<file path="src/rtl/alu_mc.sv">
// alu_mc: multi-cycle handshaked ALU with iterative mul/divu and registered flags.
// Define ALU_MC_DIV_EN to build the iterative divu datapath.
module alu_mc #(
  parameter int WIDTH = 32
) (
  input  logic             clk,
  input  logic             rst_n,
  input  logic             in_valid,
  output logic             in_ready,
  input  logic [WIDTH-1:0] a,
  input  logic [WIDTH-1:0] b,
  input  logic [2:0]       op,
  output logic             out_valid,
  input  logic             out_ready,
  output logic [WIDTH-1:0] result,
  output logic             flag_z,
  output logic             flag_n,
  output logic             flag_c,
  output logic             flag_v,
  output logic             flag_dz
);

  localparam int CW = $clog2(WIDTH + 1);

  typedef enum logic [1:0] {IDLE, BUSY, DONE} state_t;

  state_t         state, state_n;
  logic [CW-1:0]  cnt;
  logic [WIDTH-1:0] hi, lo, bq;
  logic [WIDTH-1:0] hi_n, lo_n;
  logic [WIDTH-1:0] r1;
  logic           c1, v1, dz1;
  logic           fc, fdz;
  logic           long_op;
  logic [WIDTH:0] sum, diff, msum;

  assign in_ready  = (state == IDLE);
  assign out_valid = (state == DONE);

  assign sum  = {1'b0, a} + {1'b0, b};
  assign diff = {1'b0, a} - {1'b0, b};

`ifdef ALU_MC_DIV_EN
  logic             op_div, dz_q, ge;
  logic [WIDTH:0]   r2;
  logic [WIDTH-1:0] hi_d, lo_d;

  assign long_op = op[2] & op[1];
  assign r2      = {hi, lo[WIDTH-1]};
  assign ge      = r2 >= {1'b0, bq};
  assign hi_d    = ge ? (r2[WIDTH-1:0] - bq) : r2[WIDTH-1:0];
  assign lo_d    = {lo[WIDTH-2:0], ge};
`else
  assign long_op = (op == 3'b110);
`endif

  // Shift-add step: {carry, hi, lo} >> 1 after a conditional add of b.
  assign msum = {1'b0, hi} + (lo[0] ? {1'b0, bq} : '0);

  always_comb begin
`ifdef ALU_MC_DIV_EN
    hi_n = op_div ? hi_d : msum[WIDTH:1];
    lo_n = op_div ? lo_d : {msum[0], lo[WIDTH-1:1]};
    fc   = ~op_div & (|msum[WIDTH:1]);
    fdz  = op_div & dz_q;
`else
    hi_n = msum[WIDTH:1];
    lo_n = {msum[0], lo[WIDTH-1:1]};
    fc   = |msum[WIDTH:1];
    fdz  = 1'b0;
`endif
  end

  always_comb begin
    r1  = '0;
    c1  = 1'b0;
    v1  = 1'b0;
    dz1 = 1'b0;
    unique case (op)
      3'b000: begin
        r1 = sum[WIDTH-1:0];
        c1 = sum[WIDTH];
        v1 = (a[WIDTH-1] == b[WIDTH-1]) &&
             (sum[WIDTH-1] != a[WIDTH-1]);
      end
      3'b001: begin
        r1 = diff[WIDTH-1:0];
        c1 = ~diff[WIDTH];
        v1 = (a[WIDTH-1] != b[WIDTH-1]) &&
             (diff[WIDTH-1] != a[WIDTH-1]);
      end
      3'b010: r1 = a & b;
      3'b011: r1 = a | b;
      3'b100: r1 = a ^ b;
      3'b101: r1 = {{(WIDTH-1){1'b0}},
                    $signed(a) < $signed(b)};
      default: dz1 = op[0];
    endcase
  end

  always_ff @(posedge clk or negedge rst_n) begin
    if (!rst_n) state <= IDLE;
    else        state <= state_n;
  end

  always_comb begin
    state_n = state;
    unique case (state)
      IDLE: if (in_valid) state_n = long_op ? BUSY : DONE;
      BUSY: if (cnt == CW'(1)) state_n = DONE;
      DONE: if (out_ready) state_n = IDLE;
      default: state_n = IDLE;
    endcase
  end

  always_ff @(posedge clk or negedge rst_n) begin
    if (!rst_n) begin
      cnt     <= '0;
      hi      <= '0;
      lo      <= '0;
      bq      <= '0;
      result  <= '0;
      flag_z  <= 1'b0;
      flag_n  <= 1'b0;
      flag_c  <= 1'b0;
      flag_v  <= 1'b0;
      flag_dz <= 1'b0;
`ifdef ALU_MC_DIV_EN
      op_div  <= 1'b0;
      dz_q    <= 1'b0;
`endif
    end else begin
      unique case (state)
        IDLE: if (in_valid) begin
          if (long_op) begin
            hi  <= '0;
            lo  <= a;
            bq  <= b;
            cnt <= CW'(WIDTH);
`ifdef ALU_MC_DIV_EN
            op_div <= op[0];
            dz_q   <= (b == '0);
`endif
          end else begin
            result  <= r1;
            flag_z  <= (r1 == '0);
            flag_n  <= r1[WIDTH-1];
            flag_c  <= c1;
            flag_v  <= v1;
            flag_dz <= dz1;
          end
        end
        BUSY: begin
          hi  <= hi_n;
          lo  <= lo_n;
          cnt <= cnt - CW'(1);
          if (cnt == CW'(1)) begin
            result  <= lo_n;
            flag_z  <= (lo_n == '0);
            flag_n  <= lo_n[WIDTH-1];
            flag_c  <= fc;
            flag_v  <= 1'b0;
            flag_dz <= fdz;
          end
        end
        default: ;
      endcase
    end
  end

endmodule

</file>
<file path="config.mk">
export PLATFORM = sky130hd
export DESIGN_NAME = alu_mc
export DESIGN_NICKNAME = d
export VERILOG_FILES = /design/src/rtl/alu_mc.sv
export SDC_FILE = /design/constraint.sdc
export NUM_CORES = 1
export LEC_CHECK = 0
export CORE_ASPECT_RATIO = 0.5
export CORE_MARGIN = 10
export CORE_UTILIZATION = 44
export CTS_CLUSTER_DIAMETER = 60
export CTS_CLUSTER_SIZE = 16
export DETAILED_ROUTE_END_ITERATION = 8
export GPL_ROUTABILITY_DRIVEN = 0
export SETUP_SLACK_MARGIN = 0.15
export SLEW_MARGIN = 20
export SYNTH_ARGS = -nofsm -noshare
export SYNTH_HDL_FRONTEND = slang
export SYNTH_SLANG_ARGS = --single-unit
</file>
<file path="constraint.sdc">
create_clock -name clk -period 4 [get_ports clk]
set_input_delay 0.8 -clock clk [delete_from_list [all_inputs] [get_ports clk]]
set_output_delay 0.8 -clock clk [all_outputs]
set_load 0.005 [all_outputs]
</file>
== Yosys cells after proc, flatten, opt, wreduce, memory -nomap -nowiden ==
Cells that the tools add are included.
Widths: inputs -> output; s select.
Word-level totals
  flip-flop bits (word level): 141
  output and inout port bits: 39
  bits of input ports: 71
  word-level logic and storage cells: 93
Operators by class
  add/sub/neg operators: 4
  mux-type cells: 42
  equal/unequal tests: 18
  reduce and logical (&&, ||, !) cells: 13
  bitwise gates (word level): 4
  order comparisons: 1
Operators with widths (count)
  $mux 32: 8
  $pmux 32 s2: 3
  $pmux 32 s6: 1
  $add 32x32->33: 2
  $logic_not 32->1: 2
  $sub 32x32->33: 1
  $and 32x32->32: 1
  $lt 32x32->1: 1
  $or 32x32->32: 1
  $reduce_or 32->1: 1
  $xor 32x32->32: 1
  $mux 1: 15
  $pmux 1 s2: 7
  $mux 6: 2
  $pmux 6 s2: 1
  $eq 3x3->1 const B: 3
  $reduce_and 3->1: 3
  $mux 2: 4
  $eq 3x2->1 const B: 2
  $eq 6x1->1 const B: 1
  $ne 2x2->1 const B: 3
  $pmux 2 s3: 1
  $reduce_or 6->1: 1
  $sub 6x1->6 const B: 1
  other kinds (12): 16

== Longest topological paths before layout ==
Gate-level depths: netlist (run 1).
  depth in word-level cells: 7
  gate-level depth with buffers: 16
  gate-level depth less buffers: 16

== Worst setup path after synthesis (run 1) ==
No wires, ideal clock.
  kind: in2reg
  start: input a[0]
  end: register flag_z
  setup slack: 113 ps
  buffers on the path: 0
  arrival time: 3791 ps
  required time: 3905 ps
  library setup time: 95 ps
  stages on the path: 14
  path through: ha_1 -> fa_1 -> a21oi_1 -> o221ai_1 -> a41oi_1 -> o21ai_0 -> a31oi_1 -> a211oi_1 -> nor4_1 -> mux2_2 -> a211oi_1 -> and4_1 -> nand4_1 -> o31ai_1
Between the ends
  word-level cells in the longest chain between the ends: 6
  elaborated cells between the ends (all ways): 11
Ends and longest elaborated chain
  start: declaration: RTL line 10  | input logic [WIDTH-1:0] a,
  $sub 32x32->33, or another cell as far along: RTL line 41  | assign diff = {1'b0, a} - {1'b0, b};
  $pmux 32 s6 (*): RTL line 79  | unique case (op)
  $logic_not 32->1 (*): RTL line 146  | flag_z <= (r1 == '0);
  $mux 1 (*): RTL line 135  | if (long_op) begin
  $mux 1 (*): RTL line 134  | IDLE: if (in_valid) begin
  $pmux 1 s2 (*): RTL line 133  | unique case (state)
  end signal: assignment: RTL line 146
  end signal: assignment: RTL line 159  | flag_z <= (lo_n == '0);
  end: declaration: RTL line 16  | output logic flag_z,
Every way passes the cells marked *; elsewhere a longest branch is shown, timed or not. The select of a mux whose other input is x is not followed.
A chain may end at the register's enable or synchronous reset.

== Worst setup path in the final report (run 1) ==
Same ends and word-level chain as after synthesis.

==> run metrics, run 1 <==
initial antenna violation count=2; CP Capture Type=flip-flop; max incr delay on CP=400 ps; Final nets=between 2,000 and 2,500; worst-path fanout max=3; Max-slew headroom=0.3717; Worst Path Class, Setup=input port to flip-flop; crit-path cells=clkdlybuf4s15_1, buf_6, inv_2, ha_4, inv_2, fa_2, nand2b_4, buf_4, a2111oi_4, nor2_4, buf_4, a221o_1, a22oi_2, nand3_1, nor3_2, nand4_1, nor4_4, and4_1, nand4_1, o31ai_1; worst reg2reg path depth=16; Psw=between 0.003 and 0.004 W; flops & latches, synth=140; post-synth cell types=96; core area=~29,000 µm²; reg2reg end=flag_c; ANT nets after route=0; Global Route Usage Sum=0.2754; Die Ht=roughly 140 µm; Crit path max-delay family=simple AND/OR/NAND/NOR gates; Reg power frac=0.288; CTS tree=done; Iteration-0 DRC Markers=2,078; Tightest Pin Transition=942.5 ps; largest net degree at the start of global routing=roughly 110; worst endpoint required time=around 4300 ps; Clk pwr share=0.163; most frequent cells in the layout=buf_4 (382), nand2_1 (155), dfrtp_1 (140), inv_1 (118), a21oi_1 (116); Slew Limit Fails=0; drt total wl=between 50,000 and 60,000 µm; syn nets=roughly 1,900; Crit path buffers/inverters=6; proportion of layout cells with a drive suffix above 1=0.3244; final hold vios=0; Ports=between 100 and 150; fmax=roughly 260 MHz; Leak=approximately 9 nW; Routed WL per cell=22.05 µm; top cell type's share of synthesized area=0.2654; RSZ-0062 raised after global routing=yes; register area share after synthesis=0.2654; first-pass GRT wire length=82,520 µm; Syn-to-layout area delta=46.25%; Power Internal=roughly 0.0054 W; CTS root buf=clkbuf_16; async set-reset flop share out of synthesis=1.000; status=complete, no violations; Arr. time, crit path=4250 ps; PD cells=around 470 nW/µm²; Post-Layout Cell Count=between 2,000 and 2,500; Synth area leader=dfrtp_1; Warnings, synthesis=0; vias in the first global route=~15,000; Setup TNS=0 ps; final instance area=around 19,000 µm²; Synth area leaders=dfrtp_1 (27%), ha_1 (13%), a21oi_1 (5.1%); Syn Std Cell Area=approximately 13,000 µm²; Worst-path clk slew=approximately 60 ps; Placed Area=approximately 17,000 µm²; worst IR drop on VDD=slightly above 0.4 mV; Clock Skews=10.19 ps; commonest non-fill, non-tap cell in the layout=buf_4; min Tclk post-route=approximately 3900 ps; Via-to-Cell Ratio=6.089; fraction of power spent switching nets=0.4056; min-delay worst type=input port to async pin; clk sink count=140; Die W=roughly 260 µm; flop-to-flop setup slack=around 89 ps; Worst-Skew Late Latency=between 400 and 500 ps; GRT overflow=0; EDFF count, synth=0; TritonCTS Buffers=17; DRC viols=0; slowest stage cell, crit path=a2111oi_4; Avg Cell Area, Syn=7.961 µm²; max-cap check violation count=0; Synth Instances=roughly 1,700; Core Rows=44; die area=~38,000 µm²; Clock Path Buffers=2; worst r2r src=lo[0]; Startpoint Class=input port; Combinational Power Share=0.548; # H-tree levels=4; final setup violation count=0; Initial Util=0.4507; prevailing post-synth register cell=dfrtp_1; final period utilization=0.9779; Pre-antenna DRT Iters=8; via count=15,130; DP HPWL=41,970 µm; I/O Buffers=around 110; total placed cells including tap cells=about 2,400
cell type report:
cell class	count	area, µm²
diodes	1	2.502
flip-flops and latches	140	3503
well taps	391	489.2
fillers	2410	9985
inverters	144	540.5
repair buffers	513	4287
multi-input cells	1268	9942
clock inverters	6	65.06
clock buffers	22	474.2
worst max-delay path by stage:
stage           from     end  slack (ps)  cells past startpoint
3_3_place_gp    a[8]  flag_z        -640                     17
2_1_floorplan   a[0]  flag_z         170                     14
5_1_grt         b[0]  flag_z         -30                     19
6_report        a[0]  flag_z          90                     20
4_1_cts        lo[0]  flag_c          90                     16
3_5_place_dp    b[1]  flag_z        -810                     15
power groups by stage:
stage               clock, W  combinational (W)  sequential (W)
finish               0.00148            0.00497         0.00261
floorplan                  0            0.00243         0.00240
global route         0.00156            0.00535         0.00268
CTS                  0.00149            0.00455         0.00257
global placement           0            0.00418         0.00255
detailed placement         0            0.00431         0.00258
registers in the layout, summed over array words and instances (netlist names), 2 cells and up:
register / cells
cnt: 6
lo: 32
bq: 32
hi: 32
result: 31
state: 2
Yosys cell counts, types with 26 or more instances:
cell type / number
ha_1: 137
nor2_1: 118
nand2_1: 159
inv_1: 143
xnor2_1: 34
and2_1: 37
dfrtp_1: 140
a21o_1: 26
a22oi_1: 30
clkbuf_1: 71
a21oi_1: 135
o21ai_0: 129
a31oi_1: 36
nand3_1: 26
per-stage QoR:
stage / worst slack (ps) / hold slack [ps] / total power (W) / utilization
final: 88.52 / 472.1 / 0.009055 / 0.6591
after global routing: -31.81 / 504.4 / 0.009589 / 0.6590
after CTS: 88.55 / 475.2 / 0.008614 / 0.6272
after detailed placement: -812.9 / 462.3 / 0.006881 / 0.5835
after global placement: -635.2 / 455.3 / 0.006733 / 0.5835
after floorplan: 172.9 / 441.8 / 0.004835 / -
logic make-up (layout without fill, tap and decap cells):
logic type	count (synthesis)	after routing	synth area share
compound gates	578	578	0.2996
simple gates	483	483	0.1760
buf+inv	250	685	0.07669
fa+ha+maj	140	140	0.1344
flops	140	140	0.2654
xor+xnor	47	47	0.03119
mux	20	20	0.01668
other cells	0	1	0
layer usage:
metal	vias up	share of wire	track usage
met5	-	0.00024	0
met4	2	0.025	0.07248
met1	7254	0.43	0.3784
li1	6848	-	-
met3	144	0.12	0.07416
met2	884	0.43	0.4190
timing repair:
action	CTS	global route
pin swaps	59	73
endpoints found under the setup margin	14	13
setup buffers	25	20
gates cloned	0	1
resized for setup	130	179
hold buffers	0	0
Note: power is estimated with default switching activity, not from simulation.
==> run 2: changes to the inputs <==
ABC_AREA = 1   (was default)
==> run 2 against run 1 <==
Net effect: wire length up 4.0%; utilization shrank 12 points; clock-buffer cell count fell by 5; combinational power shrank 34%; global-route usage about the same; critical path depth down 4; power down 20%; highest routed layer unchanged; largest cell class unchanged; die area up 7.7%; first-iteration DRC count is 12% lower.
==> run metrics, run 2 <==
status=complete, no violations; Tightest Pin Transition=724.3 ps (-218.2 ps); fmax=278.7 MHz (+9.0%); fill cell count=3,314 (+38%); Die W=275.3 µm (+3.9%); drt total wl=56,980 µm (+4.0%); post-synth cell types=52 (-46%); clk sink count=140 (unchanged); Final nets=2,632 (+15%); prevailing post-synth register cell=dfrtp_1; worst slack at placement=45.05 ps (+858.0 ps); Max-slew headroom=0.5142 (+0.1425); Avg Cell Area, Syn=6.357 µm² (-20%); cts hold-fix bufs=0 (unchanged); Clock Skews=15.50 ps (+5.310 ps); DRC viols=0 (unchanged); CTS root buf=clkbuf_16; Syn-to-layout area delta=18.91%; initial antenna violation count=1 (-1); Worst-path clk slew=70 ps (about the same); Crit path max-delay family=simple AND/OR/NAND/NOR gates; flops & latches, synth=140 (unchanged); area of the multi-input gates=9159 µm² (-7.9%); worst-path fanout max=5 (+2); Startpoint Class=input port; syn nets=2,467 (+32%); Post-Layout Cell Count=2,870 (+15%); min Tclk post-route=3588 ps (-323.4 ps); Die Ht=147.7 µm (+3.6%); EDFF count, synth=0 (unchanged); total placed cells including tap cells=2,834 (+18%); die area=40,650 µm² (+7.7%); # H-tree levels=4 (unchanged); Routed WL per cell=19.85 µm (-10%); I/O Buffers=109 (unchanged); Synth area leader=dfrtp_1; CTS tree=done; final period utilization=0.8970 (-0.08084); TritonCTS Buffers=17 (unchanged); Top Registers=bq: 32 flops, hi: 32 flops, lo: 32 flops; Via-to-Cell Ratio=5.508 (-9.5%); most numerous cell in the Yosys netlist=nand2_1; worst endpoint required time=4360 ps (+30 ps); largest net degree at the start of global routing=73 (-30%); Synth Instances=2,256 (+36%); register area=3503 µm² (unchanged); RSZ-0062 raised after global routing=no; Syn Std Cell Area=14,340 µm² (+8.7%); Clock Path Buffers=2 (unchanged); Slew Limit Fails=0 (unchanged); top cells by count, synth=nand2_1 (648), inv_1 (315), nor2_1 (216); Worst Path Class, Setup=input port to flip-flop; Core Rows=46 (+4.5%); max incr delay on CP=590 ps (+190 ps); top cell type's share of synthesized area=0.2443 (-0.02114); ANT nets after route=0 (unchanged); commonest non-fill, non-tap cell in the layout=nand2_1; Crit path buffers/inverters=2 (-4); Pre-antenna DRT Iters=6 (-2); Leak=8.941 nW (-0.81%); crit-path cells=clkdlybuf4s50_1, inv_1, ha_1, nor2_1, nand2_1, nor3_2, nand3_1, nand3_1, nand2_1, nand3_1, nand3_1, nor2_1, nand3_1, nor2_1, nand3_1, a21oi_1; slowest stage cell, crit path=clkdlybuf4s50_1; Warnings, synthesis=0 (unchanged); worst IR drop on VDD=0.3306 mV (-20%); PD cells=426.2 nW/µm² (-9.1%); proportion of layout cells with a drive suffix above 1=0.08833 (-0.2361); max-cap check violation count=0 (unchanged); core area=31,890 µm² (+8.9%); register area share after synthesis=0.2443 (-0.02114); most frequent cells in the layout=nand2_1 (647), inv_1 (315), nor2_1 (214), nand3_1 (185), dfrtp_1 (140); Setup TNS=0 ps (unchanged); DP HPWL=47,260 µm (+13%); Global Route Usage Sum=0.2756 (about the same); via count=15,810 (+4.5%); Initial Util=0.4498 (-0.0008855); async set-reset flop share out of synthesis=1.000 (unchanged); Ports=110 (unchanged); Worst-Skew Late Latency=440 ps (about the same); Iteration-0 DRC Markers=1,828 (-12%); final setup violation count=0 (unchanged); vias in the first global route=14,850 (+2.0%); GRT overflow=0 (unchanged); Arr. time, crit path=3950 ps (-300 ps); final hold vios=0 (unchanged); Most common cell on crit path=nand3_1; CP Capture Type=flip-flop; Synth area leaders=dfrtp_1 (24%), nand2_1 (17%), ha_1 (12%); setup ws final=411.9 ps (+323.4 ps); Final Power=0.007269 W (-20%); min-delay worst type=input port to async pin; first-pass GRT wire length=86,180 µm (+4.4%)
==> run 2: cell count changes after synthesis, moves of 19 or more <==
cell      before  now
a21o_1        26    6
a222oi_1      20    0
a31oi_1       36   17
and2_1        37    0
clkbuf_1      71   33
inv_1        143  315
inv_2          1   23
nand2_1      159  648
nand3_1       26  185
nor2_1       118  216
xnor2_1       34   12
==> run 2: path summary, 6_finish.rpt <==
path / from / endpoint / slack [ps] / depth (start not counted)
worst max-delay path: a[16] / flag_z / 410 / 16
worst min-delay path: rst_n / bq[5] / 380 / 1
worst max register to register: lo[0] / flag_c / 650 / 19
worst min register to register: bq[18] / bq[18] / 490 / 2
max in group asynchronous: rst_n / lo[25] / 2770 / 2
min in group clk: bq[18] / bq[18] / 490 / 2
==> run 2: report_power, final <==
part	leakage, nW	switching, W	total [W]	internal (W)
combinational	6.86	0.00201	0.00326	0.00125
clock	0.283	0.000692	0.00162	0.000929
sequential	1.80	0.000472	0.00239	0.00192
total	8.94	0.00318	0.00727	0.00409
==> run 2: repair_timing <==
action	4_1_cts	5_1_grt
endpoints found under the setup margin	0	1
setup buffers	0	0
gates resized for setup	0	2
==> run 2: layer usage <==
layer / part of all wire / track usage / up-vias
met5: 0.00016 / 0 / -
met4: 0.017 / 0.05900 / 2
met3: 0.13 / 0.1023 / 72
met2: 0.39 / 0.3844 / 756
met1: 0.45 / 0.3933 / 7312
li1: - / - / 7667
==> run 2: through the flow <==
step | cell area (µm²) | hold WS, ps | util
final | 17050 | 377.6 | 0.5348
after global routing | 17040 | 428.9 | 0.5345
after CTS | 17040 | 409.0 | 0.5344
after detailed placement | 16450 | 472.6 | 0.5160
after global placement | 16450 | 465.3 | 0.5160
after floorplan | 14340 | 446.4 | -
==> run 2: layout make-up <==
cell class,count,share of cell area
multi-input combinational,1700,0.5370
sequential,140,0.2054
timing repair buffer,222,0.1160
inverter,340,0.07483
tap,432,0.03169
clock buffer,17,0.02494
clock inverter,15,0.009464
antenna,4,0.0005869
==> run 2: logic make-up (layout without fill, tap and decap cells) <==
family / count (synthesis) / count (layout) / synth area share
AO/OA/AOI/OAI: 385 / 385 / 0.1578
XOR/XNOR: 27 / 27 / 0.01649
adder cells (fa/ha/maj): 140 / 140 / 0.1237
buffers and inverters: 416 / 594 / 0.1189
flip-flops: 140 / 140 / 0.2443
other: 0 / 4 / 0
AND/OR/NAND/NOR: 1148 / 1148 / 0.3388
==> run 2: worst reg2reg max path: stages, from the launching register on <==
cell     delay [ps]
dfrtp_1         480
buf_4           260
nand2_1         100
inv_1            70
ha_1            350
nand2_1         110
o21ai_0         300
a21oi_1         130
o21ai_1         300
nand2_1         120
nand2_1          80
nand2_1          40
nand2_1         120
nand2_1          60
nor2_1          130
nand2_1          60
nor2_1          210
nand3_1         160
nand2_1         100
nand2_1          50
